[src/rtl/store_credit_pkg.sv]
// rtl/store_credit_pkg.sv - shared types and default sizing for the store credit controller
package store_credit_pkg;
  typedef enum logic [1:0] {IDLE, DRAIN, DONE} fence_state_e;

  localparam int STORE_CREDIT_NR_REQ          = 2;
  localparam int STORE_CREDIT_MAX_OUTSTANDING = 7;
endpackage

[src/rtl/store_credit_if.sv]
// rtl/store_credit_if.sv - cache-side store issue/ack channel of the store credit controller
interface store_credit_if #(
  parameter int NrReq = 2,
  parameter int SelW  = (NrReq > 1) ? $clog2(NrReq) : 1
) ();
  logic            mem_valid_o;
  logic [SelW-1:0] mem_sel_o;
  logic            mem_ready_i;
  logic            mem_ack_i;

  modport master (output mem_valid_o, output mem_sel_o, input mem_ready_i, input mem_ack_i);
  modport slave  (input mem_valid_o, input mem_sel_o, output mem_ready_i, output mem_ack_i);
endinterface

[src/rtl/store_credit_rr_arb.sv]
// rtl/store_credit_rr_arb.sv - round-robin arbiter; winner is the first request after the last grant
module store_credit_rr_arb #(
  parameter int NrReq = 2,
  parameter int IdxW  = (NrReq > 1) ? $clog2(NrReq) : 1
) (
  input  logic             clk_i,
  input  logic             rst_ni,
  input  logic [NrReq-1:0] req_i,
  input  logic             enable_i,
  output logic [IdxW-1:0]  winner_o,
  output logic             valid_o,
  input  logic             advance_i
);
  logic [IdxW-1:0] r_ptr;
  logic [IdxW-1:0] w_winner;
  logic            w_found;

  always_comb begin
    w_winner = '0;
    w_found  = 1'b0;
    for (int i = 1; i <= NrReq; i++) begin
      if (!w_found && req_i[(int'(r_ptr) + i) % NrReq]) begin
        w_found  = 1'b1;
        w_winner = IdxW'((int'(r_ptr) + i) % NrReq);
      end
    end
  end

  assign valid_o  = enable_i & (|req_i);
  assign winner_o = valid_o ? w_winner : '0;

  always_ff @(posedge clk_i) begin
    if (!rst_ni) begin
      r_ptr <= IdxW'(NrReq - 1);
    end else if (advance_i) begin
      r_ptr <= winner_o;
    end
  end
endmodule

[src/rtl/store_credit_ctrl.sv]
// rtl/store_credit_ctrl.sv - store issue arbitration, credit counting and fence drain sequencing
// Optional stall counter: STORE_CREDIT_PERF_EN
module store_credit_ctrl
  import store_credit_pkg::*;
#(
  parameter int NrReq          = STORE_CREDIT_NR_REQ,
  parameter int MaxOutstanding = STORE_CREDIT_MAX_OUTSTANDING,
  parameter int CntWidth       = $clog2(MaxOutstanding + 1),
  parameter int SelW           = (NrReq > 1) ? $clog2(NrReq) : 1
) (
  input  logic                clk_i,
  input  logic                rst_ni,
  input  logic [NrReq-1:0]    req_i,
  output logic [NrReq-1:0]    gnt_o,
  store_credit_if.master      mem,
  input  logic                fence_i,
  output logic                fence_done_o,
  output logic [CntWidth-1:0] outstanding_o,
  output logic                full_o,
  output logic                empty_o,
  output logic                ack_err_o,
  output logic [31:0]         stall_cnt_o
);
  fence_state_e        r_state;
  logic [CntWidth-1:0] r_cnt;
  logic                r_full;
  logic                r_empty;
  logic                r_fence_done;
  logic                r_ack_err;
  logic                w_issue_en;
  logic                w_valid;
  logic                w_issue;
  logic                w_ack_ok;
  logic [SelW-1:0]     w_sel;
  logic [CntWidth-1:0] w_cnt_nxt;

  // Issue gating uses only registered count: an ack at full frees the credit next cycle
  assign w_issue_en = (r_state == IDLE) && !fence_i && (r_cnt < CntWidth'(MaxOutstanding));

  store_credit_rr_arb #(.NrReq(NrReq), .IdxW(SelW)) u_arb (
    .clk_i     (clk_i),
    .rst_ni    (rst_ni),
    .req_i     (req_i),
    .enable_i  (w_issue_en),
    .winner_o  (w_sel),
    .valid_o   (w_valid),
    .advance_i (w_issue)
  );

  assign w_issue         = w_valid & mem.mem_ready_i;
  assign mem.mem_valid_o = w_valid;
  assign mem.mem_sel_o   = w_sel;
  assign gnt_o           = w_issue ? (NrReq'(1) << w_sel) : '0;

  // A spurious ack (count already 0) returns no credit
  assign w_ack_ok = mem.mem_ack_i && (r_cnt != '0);

  always_comb begin
    w_cnt_nxt = r_cnt;
    if (w_issue && !w_ack_ok) w_cnt_nxt = r_cnt + 1'b1;
    else if (!w_issue && w_ack_ok) w_cnt_nxt = r_cnt - 1'b1;
  end

  always_ff @(posedge clk_i) begin
    if (!rst_ni) begin
      r_state      <= IDLE;
      r_cnt        <= '0;
      r_full       <= 1'b0;
      r_empty      <= 1'b1;
      r_fence_done <= 1'b0;
      r_ack_err    <= 1'b0;
    end else begin
      r_cnt        <= w_cnt_nxt;
      r_full       <= (w_cnt_nxt == CntWidth'(MaxOutstanding));
      r_empty      <= (w_cnt_nxt == '0);
      r_fence_done <= 1'b0;
      if (mem.mem_ack_i && (r_cnt == '0)) r_ack_err <= 1'b1;
      case (r_state)
        IDLE:    if (fence_i) r_state <= DRAIN;
        DRAIN:   if ((r_cnt == '0) && !mem.mem_ack_i) begin
                   r_state      <= DONE;
                   r_fence_done <= 1'b1;
                 end
        DONE:    r_state <= IDLE;
        default: r_state <= IDLE;
      endcase
    end
  end

  assign outstanding_o = r_cnt;
  assign full_o        = r_full;
  assign empty_o       = r_empty;
  assign fence_done_o  = r_fence_done;
  assign ack_err_o     = r_ack_err;

`ifdef STORE_CREDIT_PERF_EN
  logic [31:0] r_stall_cnt;

  always_ff @(posedge clk_i) begin
    if (!rst_ni) begin
      r_stall_cnt <= '0;
    end else if ((|req_i) && !w_valid && (r_stall_cnt != 32'hFFFF_FFFF)) begin
      r_stall_cnt <= r_stall_cnt + 32'd1;
    end
  end

  assign stall_cnt_o = r_stall_cnt;
`else
  assign stall_cnt_o = '0;
`endif
endmodule
[src/flat_wrapper.sv]
// flat-port wrapper written by rule: the top's interface ports become plain ports
module store_credit_ctrl_flat import store_credit_pkg::*;
#(
  parameter int NrReq          = STORE_CREDIT_NR_REQ,
  parameter int MaxOutstanding = STORE_CREDIT_MAX_OUTSTANDING,
  parameter int CntWidth       = $clog2(MaxOutstanding + 1),
  parameter int SelW           = (NrReq > 1) ? $clog2(NrReq) : 1
)
  (clk_i, rst_ni, req_i, gnt_o, fence_i, fence_done_o, outstanding_o, full_o, empty_o, ack_err_o, stall_cnt_o, mem_mem_valid_o, mem_mem_sel_o, mem_mem_ready_i, mem_mem_ack_i);
  store_credit_if #(.NrReq(NrReq), .SelW(SelW)) mem_i ();
  input  logic clk_i;
  input  logic rst_ni;
  input  logic [NrReq-1:0] req_i;
  output logic [NrReq-1:0] gnt_o;
  input  logic fence_i;
  output logic fence_done_o;
  output logic [CntWidth-1:0] outstanding_o;
  output logic full_o;
  output logic empty_o;
  output logic ack_err_o;
  output logic [31:0] stall_cnt_o;
  output wire logic [$bits(mem_i.mem_valid_o)-1:0] mem_mem_valid_o;
  output wire logic [$bits(mem_i.mem_sel_o)-1:0] mem_mem_sel_o;
  input wire logic [$bits(mem_i.mem_ready_i)-1:0] mem_mem_ready_i;
  input wire logic [$bits(mem_i.mem_ack_i)-1:0] mem_mem_ack_i;
  assign mem_mem_valid_o = mem_i.mem_valid_o;
  assign mem_mem_sel_o = mem_i.mem_sel_o;
  assign mem_i.mem_ready_i = mem_mem_ready_i;
  assign mem_i.mem_ack_i = mem_mem_ack_i;
  store_credit_ctrl #(.NrReq(NrReq), .MaxOutstanding(MaxOutstanding), .CntWidth(CntWidth), .SelW(SelW)) u_core (.clk_i(clk_i), .rst_ni(rst_ni), .req_i(req_i), .gnt_o(gnt_o), .mem(mem_i), .fence_i(fence_i), .fence_done_o(fence_done_o), .outstanding_o(outstanding_o), .full_o(full_o), .empty_o(empty_o), .ack_err_o(ack_err_o), .stall_cnt_o(stall_cnt_o));
endmodule
[config.mk]
export PLATFORM = sky130hd
export DESIGN_NAME = store_credit_ctrl_flat
export DESIGN_NICKNAME = d
export VERILOG_FILES = /design/src/rtl/store_credit_pkg.sv /design/src/rtl/store_credit_if.sv /design/src/rtl/store_credit_rr_arb.sv /design/src/rtl/store_credit_ctrl.sv /design/src/flat_wrapper.sv
export SDC_FILE = /design/constraint.sdc
export NUM_CORES = 1
export LEC_CHECK = 0
export CAP_MARGIN = 20
export CORE_ASPECT_RATIO = 0.8
export CORE_MARGIN = 2
export CORE_UTILIZATION = 37
export DETAILED_ROUTE_END_ITERATION = 10
export GPL_ROUTABILITY_DRIVEN = 0
export PLACE_DENSITY = 0.91
export RECOVER_POWER = 50
export SLEW_MARGIN = 25
export SYNTH_ARGS = -nofsm -noshare
export SYNTH_HDL_FRONTEND = slang
export SYNTH_HIERARCHICAL = 1
export SYNTH_SLANG_ARGS = --single-unit
[constraint.sdc]
create_clock -name clk_i -period 2.8 [get_ports clk_i]
set_clock_uncertainty 0.1 [all_clocks]
set_input_delay 0.56 -clock clk_i [delete_from_list [all_inputs] [get_ports clk_i]]
set_output_delay 0.56 -clock clk_i [all_outputs]
set_load 0.05 [all_outputs]
==> flow_metrics.py, run 1 <==
metrics = {
    "run_status": {
        "status": "complete, no violations",
    },
    "global_route": {
        "grt-ovfl-total": 0,
        "grt_pass1_wl_mm": 2.79,
        "antenna_found_initial": 0,
        "gr-usage-all-layers_pct": 13.6,
        "grt_max_degree": 11,
        "grt_pass1_vias": 615,
    },
    "clocking": {
        "cts_sinks": 10,
        "hold_buffers": 0,
        "numCtsBuffers": 3,
        "clk_latency_ps": 260,
        "cts_max_level": 1,
        "cts_tree": "yes",
        "cts_max_path_buffers": 2,
        "clk_pin_slew_ps": 60,
        "clock-root-buffer": "clkbuf_4",
    },
    "cells_and_area": {
        "antenna_cells": 0,
        "drive_gt1_share_pct": 19.7,
        "synthToLayoutAreaGrowth_pct": 24.4,
        "fin_util_pct": 48.0,
        "finalNetCount": 133,
    },
    "sta": {
        "fin_ws_ps": 237,
        "worst_slew_pin_slew_ps": 509,
        "fmaxAchievable_mhz": 390,
        "relSlewSlack_pct": 66.0,
        "hold_slack_ps": 391,
        "min_period_ps": 2560,
        "finalSetupViolCount": 0,
        "slew_violations": 0,
        "rsz0062_at_grt": "no",
        "timing.final.crit_share_pct": 91.5,
        "finalHoldViolations": 0,
    },
    "critical_path": {
        "required_ps": 2140,
        "path_class": "in -> out",
        "r2r_start": "u_core/r_state[0]",
        "path_max_fanout": 6,
        "setup.worst_path.start": "fence_i",
        "crit_path_start_kind": "input port",
        "crit_path_end_kind": "output pin",
        "arrival_ps": 1900,
    },
    "drt": {
        "drt-initial-drc-count": 19,
        "post-route-drc-count": 0,
        "viasPerCell": 4.77,
        "wl_mm": 1.75,
        "met1Wirelength_um": 616,
        "wl_met3_um": 162,
        "wl_met2_um": 971,
        "top_layer": "met3",
        "ant_nets": 0,
        "route.vias.total": 701,
        "wire_per_inst_um": 11.9,
        "firstDrtPassIters": 4,
    },
    "synthesis": {
        "syn_avg_cell_area_um2": 8.43,
        "synth_edf_count": 0,
        "dominantRegCellSynth": "dfxtp_1",
        "synth_top_area_share_pct": 29.1,
        "synth.top_cells.by_area": "buf_4 (29%), dfxtp_1 (24%), ha_1 (4.5%), inv_1 (2.7%), a21oi_1 (2.4%)",
        "yosys_warnings": 6,
        "synth_seq_cells": 10,
        "async_flop_share_pct": 0,
        "synthCells": 98,
        "netlist_area_um2": 826,
        "netlist.top_cell.by_area": "buf_4",
        "ys_types": 33,
        "synth_seq_area_share_pct": 24.2,
        "synthTopCellsByCount": "buf_4 (32), dfxtp_1 (10), inv_1 (6)",
        "synth.most_common_cell": "buf_4",
    },
    "power": {
        "total_leakage_power_nw": 0.490,
        "power_density_nw_per_um2": 889,
        "ir_drop_mv": 0.505,
    },
    "floorplanning": {
        "ioPinCount": 50,
        "dieArea_um2": 2630,
        "rows": 15,
        "core_area_um2": 2140,
        "start_util_pct": 38.6,
        "die_w_um": 56.8,
        "die_h_um": 46.3,
    },
    "flow_run": {
        "cap_violations": 0,
    },
    "hold_path": {
        "hp-class": "reg -> reg",
        "worstHoldStart": "u_core/ack_err_o",
    },
    "placement": {
        "port_buffers": 17,
        "dpl_worst_slack_ps": -166,
        "hpwl_mm": 1.44,
    },
}
state kept, by name, indices dropped and copies added (netlist names):
name and cells:
u_core/r_state 2, u_core/fence_done_o 1, u_core/ack_err_o 1, u_core/outstanding_o 3
u_core/empty_o 1, u_core/u_arb/r_ptr 1, u_core/full_o 1
cell type report:
type | count | area (µm²)
repair buffers | 23 | 258
fillers | 203 | 1110
well taps | 25 | 31.3
flip-flops and latches | 10 | 200
inverters | 6 | 22.5
multi-input cells | 79 | 479
clock buffers | 4 | 36.3
worst max-delay path: stages:
cell	delay (ps)
dlymetal6s2s_1	130
or3_1	350
a31oi_1	220
o21a_2	200
nand2_1	150
nor2_4	140
buf_12	140
layer usage:
metal	global-route usage (%)	up-vias
li1	-	332
met1	12.9	329
met2	30.0	40
met3	2.81	0
met4	4.19	0
met5	0	-
metrics by stage:
step / total power (W) / instance area, µm² / setup TNS, ps / std cells
finish: 0.000914 / 1030 / 0 / 147
global route: 0.000966 / 1030 / 0 / 147
floorplan: 0.000705 / 960 / 0 / 129
global placement: 0.000774 / 976 / -45.0 / 141
detailed placement: 0.000798 / 976 / -258 / 141
CTS: 0.000927 / 1020 / 0 / 145
final timing paths:
kind / to / slack, ps / cells past startpoint
setup / recovery: gnt_o[0] / 240 / 7
hold / removal: u_core/ack_err_o / 390 / 2
setup reg to reg: u_core/empty_o / 360 / 8
hold reg to reg: u_core/ack_err_o / 390 / 2
where the power goes:
group / total [W] / internal [W] / leakage, nW / switching [W]
Sequential: 0.000223 / 0.000180 / 0.0824 / 0.0000434
Clock: 0.000126 / 0.0000788 / 0.0210 / 0.0000476
Combinational: 0.000564 / 0.000178 / 0.386 / 0.000387
Total: 0.000914 / 0.000436 / 0.490 / 0.000478
kinds of logic (layout without fill, tap and decap cells):
kind of cell             after synthesis  in the layout  share of synthesized area, %
AO/OA/AOI/OAI                         17             17                          16.4
adder cells (fa/ha/maj)                3              3                          4.55
buffers and inverters                 40             33                          33.6
flip-flops                            10             10                          24.2
other                                  1             32                         0.454
AND/OR/NAND/NOR                       27             27                          20.8
what timing repair did:
item | CTS | global route
endpoints found under the setup margin | 1 | 3
buffers inserted | 0 | 2
pin swaps | 0 | 3
resized for setup | 2 | 3
cloned | 0 | 0
layout by cell type, fill, tap and decap left out, types with 2 or more instances in the layout:
| cell type | synthesis | final |
|---|---|---|
| nand3_1 | 3 | 3 |
| or3_1 | 2 | 2 |
| clkdlybuf4s50_1 | 0 | 8 |
| a211oi_1 | 2 | 2 |
| nand2b_1 | 1 | 2 |
| a31oi_1 | 2 | 2 |
| and4b_1 | 2 | 2 |
| nor2_1 | 5 | 3 |
| conb_1 | 1 | 32 |
| buf_12 | 0 | 4 |
| a21oi_1 | 4 | 4 |
| nand2_1 | 3 | 3 |
| clkbuf_4 | 0 | 3 |
| nor2_4 | 0 | 2 |
| buf_4 | 32 | 4 |
| dfxtp_1 | 10 | 10 |
| ha_1 | 3 | 3 |
| inv_1 | 6 | 6 |
| nor3_1 | 2 | 2 |
| dlygate4sd3_1 | 0 | 4 |
Note: power is estimated with default switching activity, not from simulation.
==> run 2, diff against run 1 <==
RECOVER_POWER = unset   (was 50)
==> run 2 against run 1 <==
Effect of this change:
- combinational power up 4.6%
- clock-buffer cell count unchanged
- critical endpoint is now gnt_o[1]
- first-iteration DRC count up 37%
- wire length up 0.97%
- die area unchanged
- worst hold slack better by 4.8 ps
- sequential share of layout area down 0.26 points
- core utilization up 0.64 points
- non-clock buffer count unchanged
- cell area up 1.3%
- global-route usage unchanged
- flip-flop and latch count unchanged
==> flow_metrics.py, run 2 (synthesis gave the netlist of run 1 again) <==
metrics = {
    "drt": {
        "viasPerCell": 4.76,
        "firstDrtPassIters": 6,
        "post-route-drc-count": 0,
        "ant_nets": 0,
        "drt-initial-drc-count": 26,
        "wire_per_inst_um": 12.0,
        "wl_mm": 1.77,
        "route.vias.total": 700,
    },
    "critical_path": {
        "arrival_ps": 1900,
        "path_max_fanout": 3,
        "required_ps": 2140,
        "crit_path_start_kind": "input port",
        "path_class": "in -> out",
        "crit_path_end_kind": "output pin",
    },
    "cells_and_area": {
        "antenna_cells": 0,
        "finalNetCount": 133,
        "multi_input_area_um2": 489,
        "stdcell_area_um2": 1040,
        "final_common_cell": "conb_1",
        "fin_util_pct": 48.7,
        "drive_gt1_share_pct": 22.1,
        "n_fill_cell": 198,
        "mostFrequentLayoutCells": "conb_1 (32), clkdlybuf4s50_1 (12), dfxtp_1 (10)",
        "fin_cells": 147,
        "largest_reg_flops": 3,
        "regArea_um2": 200,
        "synthToLayoutAreaGrowth_pct": 26.1,
    },
    "global_route": {
        "gr-usage-all-layers_pct": 13.6,
        "grt_max_degree": 11,
        "grt_pass1_wl_mm": 2.79,
        "grt-ovfl-total": 0,
        "grt_pass1_vias": 615,
        "antenna_found_initial": 0,
    },
    "sta": {
        "finalSetupViolCount": 0,
        "min_period_ps": 2560,
        "relSlewSlack_pct": 66.6,
        "fmaxAchievable_mhz": 391,
        "worst_slew_pin_slew_ps": 499,
        "rsz0062_at_grt": "no",
        "slew_violations": 0,
        "finalHoldViolations": 0,
        "hold_slack_ps": 396,
        "timing.final.crit_share_pct": 91.3,
    },
    "power": {
        "ir_drop_mv": 0.516,
        "p_sw_share_pct": 51.8,
        "power_density_nw_per_um2": 903,
        "total_leakage_power_nw": 0.487,
        "internal_power_w": 0.000453,
        "power_frac_comb_pct": 62.8,
        "power_frac_seq_pct": 23.8,
        "p_sw_w": 0.000486,
        "power_frac_clock_pct": 13.4,
    },
    "clocking": {
        "clk_pin_slew_ps": 60,
        "clk_latency_ps": 260,
        "hold_buffers": 0,
        "cts_sinks": 10,
        "numCtsBuffers": 3,
        "cts_tree": "yes",
        "cts_max_level": 1,
        "clock-root-buffer": "clkbuf_4",
        "cts_max_path_buffers": 2,
    },
    "floorplanning": {
        "core_area_um2": 2140,
        "die_h_um": 46.3,
        "ioPinCount": 50,
        "rows": 15,
        "dieArea_um2": 2630,
        "die_w_um": 56.8,
        "start_util_pct": 38.6,
    },
    "placement": {
        "hpwl_mm": 1.44,
        "place_area_um2": 976,
        "port_buffers": 17,
        "dp_cells": 141,
    },
    "flow_run": {
        "cap_violations": 0,
    },
    "hold_path": {
        "hp-class": "reg -> reg",
    },
    "run_status": {
        "status": "complete, no violations",
    },
}
run 2: cell count changes in the layout (fill, tap and decap cells not counted):
cell and change:
clkdlybuf4s50_1 +4, nand2b_1 -1, dlygate4sd3_1 -4, clkbuf_1 -1, buf_4 +1, nand2b_4 +1
nand2_1 -1, nand2_2 +1
run 2: routing by layer:
layer  wire, µm  vias up  track usage [%]  part of all wire [%]
met3        152        0             2.81                   8.6
met1        641      327             12.9                    36
met5          0        -                0                     0
li1           -      333                -                     -
met4          0        0             4.19                     0
met2        973       40             30.0                    55
run 2: layout make-up:
| class | instances | area share [%] |
|---|---|---|
| Inverter | 6 | 2.16 |
| Timing Repair Buffer | 23 | 25.1 |
| Multi-Input combinational cell | 79 | 47.0 |
| Sequential cell | 10 | 19.2 |
| Clock buffer | 4 | 3.49 |
| Tap cell | 25 | 3.00 |
run 2: worst paths after layout:
kind | from | endpoint | slack [ps] | depth (start not counted)
max | fence_i | gnt_o[1] | 240 | 7
min | u_core/ack_err_o | u_core/ack_err_o | 400 | 2
max reg2reg | u_core/r_state[0] | u_core/empty_o | 430 | 8
min reg2reg | u_core/ack_err_o | u_core/ack_err_o | 400 | 2
run 2: power by group through the flow:
stage	clock network (W)	logic [W]	registers, W
floorplan	0	0.000380	0.000325
global placement	0	0.000551	0.000223
detailed placement	0	0.000572	0.000226
CTS	0.000130	0.000574	0.000223
global route	0.000137	0.000621	0.000231
finish	0.000126	0.000590	0.000224
run 2: what timing repair did:
item	in CTS	in global routing
buffers inserted	0	2
setup endpoints to repair	1	3
resized for setup	2	3
pin swaps	0	3
run 2: critical path, cell delays in order:
cell and delay, ps:
dlymetal6s2s_1 130, or3_1 350, a31oi_1 220, o21a_2 210, buf_6 100, and3_4 190, buf_12 130
run 2: through the flow:
stage	worst slack, ps	total power, W	setup TNS [ps]
floorplan	141	0.000705	0
global placement	-32.7	0.000774	-45.0
detailed placement	-166	0.000798	-258
CTS	2.80	0.000927	0
global route	237	0.000989	0
finish	243	0.000940	0
==> run 3, diff against run 2 <==
CORE_UTILIZATION = 38   (was 37)
CTS_BUF_LIST = sky130_fd_sc_hd__clkbuf_4   (was unset)
PLACE_DENSITY = unset   (was 0.91)
PLACE_DENSITY_LB_ADDON = 0.1   (was unset)
==> run 3 against run 2 <==
Effect of this change:
- worst hold slack lost 25 ps
- first-iteration DRC count decreased by 42%
- combinational power shrank 3%
- clock-buffer cell count fell by 1
- total power is 3.7% lower
- sequential share of layout area grew 0.093 points
- die area fell by 2.4%
- critical path depth did not move
- global-route usage fell by 1.9 points
==> flow_metrics.py, run 3 (synthesis gave the netlist of run 1 again) <==
metrics = {
    "cells_and_area": {
        "finalNetCount": 132,
        "antenna_cells": 0,
        "largest_reg_flops": 3,
        "fin_util_pct": 49.3,
        "n_fill_cell": 200,
        "synthToLayoutAreaGrowth_pct": 25.5,
        "drive_gt1_share_pct": 22.3,
        "final_common_cell": "conb_1",
        "mostFrequentLayoutCells": "conb_1 (32), clkdlybuf4s50_1 (13), dfxtp_1 (10)",
    },
    "sta": {
        "timing.final.crit_share_pct": 99.2,
        "rsz0062_at_grt": "yes",
        "finalHoldViolations": 0,
        "slew_violations": 0,
        "fmaxAchievable_mhz": 360,
        "finalSetupViolCount": 0,
        "min_period_ps": 2780,
    },
    "floorplanning": {
        "core_area_um2": 2100,
        "ioPinCount": 50,
        "die_h_um": 45.7,
        "start_util_pct": 39.3,
        "die_w_um": 56.1,
        "dieArea_um2": 2560,
        "rows": 15,
    },
    "power": {
        "total_power_w": 0.000905,
        "ir_drop_mv": 0.480,
        "power_frac_seq_pct": 25.3,
        "power_frac_clock_pct": 11.3,
        "power_density_nw_per_um2": 874,
        "p_sw_w": 0.000480,
        "p_sw_share_pct": 53.1,
        "internal_power_w": 0.000425,
        "total_leakage_power_nw": 0.468,
        "power_frac_comb_pct": 63.4,
    },
    "clocking": {
        "clock-root-buffer": "clkbuf_4",
        "cts_max_level": 1,
        "clk_pin_slew_ps": 70,
        "numCtsBuffers": 3,
        "post-cts-setup-buffers": 0,
        "cts_sinks": 10,
        "cts_tree": "yes",
        "clk_latency_ps": 260,
        "cts_max_path_buffers": 2,
    },
    "critical_path": {
        "crit_path_start_kind": "input port",
        "r2r_start": "u_core/r_state[0]",
        "ff2ff_setup_slack_ps": 490,
        "path_class": "in -> out",
        "crit_path_top_delay_cell": "clkdlybuf4s50_1",
        "required_ps": 2140,
        "crit_path_end_kind": "output pin",
        "cpLargestDelayFamily": "buffers and inverters",
        "critical_path.cell_chain": "clkdlybuf4s50_1 -> or3_4 -> a31oi_4 -> o21a_2 -> buf_4 -> and3_4 -> buf_12",
        "setup.worst_path.start": "fence_i",
        "cp_num_buf_inv": 3,
        "arrival_ps": 2120,
        "critPathMaxStageDelay_ps": 420,
        "path_max_fanout": 3,
    },
    "drt": {
        "route.vias.total": 672,
        "drt-initial-drc-count": 15,
        "post-route-drc-count": 0,
        "wl_mm": 1.51,
        "firstDrtPassIters": 4,
        "viasPerCell": 4.60,
        "wire_per_inst_um": 10.3,
        "ant_nets": 0,
    },
    "global_route": {
        "antenna_found_initial": 0,
        "grt_pass1_wl_mm": 2.33,
        "gr-usage-all-layers_pct": 11.7,
        "grt_pass1_vias": 513,
        "grt-ovfl-total": 0,
        "grt_max_degree": 11,
    },
    "hold_path": {
        "worstHoldStart": "u_core/r_state[1]",
        "hp-class": "reg -> reg",
    },
    "placement": {
        "hpwl_mm": 1.19,
        "port_buffers": 17,
    },
    "run_status": {
        "status": "complete, no violations",
    },
    "flow_run": {
        "cap_violations": 0,
    },
}
==> run 3: final timing paths <==
kind	depth (start not counted)	end
max reg2reg	8	u_core/empty_o
max	7	gnt_o[1]
min reg2reg	1	u_core/r_state[0]
min	1	u_core/r_state[0]
==> run 3: final cells by class <==
type	instances	area, µm²	area share [%]
Multi-Input combinational cell	79	508	49.0
Timing Repair Buffer	22	248	23.9
Sequential cell	10	200	19.3
Tap cell	25	31.3	3.02
Clock buffer	3	22.5	2.17
Inverter	6	22.5	2.17
Clock inverter	1	3.75	0.362
==> run 3: layer usage <==
| metal | part of all wire (%) | wire length (µm) | up-vias | track usage (%) |
|---|---|---|---|---|
| met5 | 0 | 0 | - | 0 |
| met2 | 40 | 601 | 46 | 16.9 |
| li1 | - | - | 326 | - |
| met4 | 0.60 | 9 | 0 | 2.86 |
| met3 | 12 | 179 | 2 | 4.55 |
| met1 | 47 | 714 | 298 | 16.4 |
==> run 3: repair_timing <==
| action | in CTS | in global routing |
|---|---|---|
| endpoints found under the setup margin | 0 | 2 |
| hold buffers | 0 | 0 |
| resized for setup | 0 | 5 |
==> run 3: worst register-to-register path, cell delays in order, from the launching register on <==
cell and delay, ps:
dfxtp_1 340, or3_4 410, a31oi_4 170, o21a_2 160
nand2_1 140, buf_4 190, a2111oi_0 430, a311o_2 200
o211a_1 130
==> run 3: power groups by stage <==
stage                     sequential [W]  clock, W  combinational (W)
after floorplan                 0.000325         0           0.000380
after global placement          0.000225         0           0.000564
after detailed placement        0.000224         0           0.000563
after CTS                       0.000220  0.000105           0.000564
after global routing            0.000237  0.000111           0.000613
final                           0.000229  0.000102           0.000574
==> run 3: metrics by stage <==
stage | cells | area [µm²] | worst slack [ps] | hold WS, ps | TNS (ps)
6_report | 146 | 1040 | 22.5 | 371 | 0
5_1_grt | 146 | 1040 | -17.4 | 394 | -31.2
4_1_cts | 146 | 1010 | 6.54 | 363 | 0
3_5_place_dp | 142 | 983 | -40.8 | 348 | -64.7
3_3_place_gp | 142 | 983 | -36.1 | 347 | -54.5
2_1_floorplan | 129 | 960 | 141 | 325 | 0
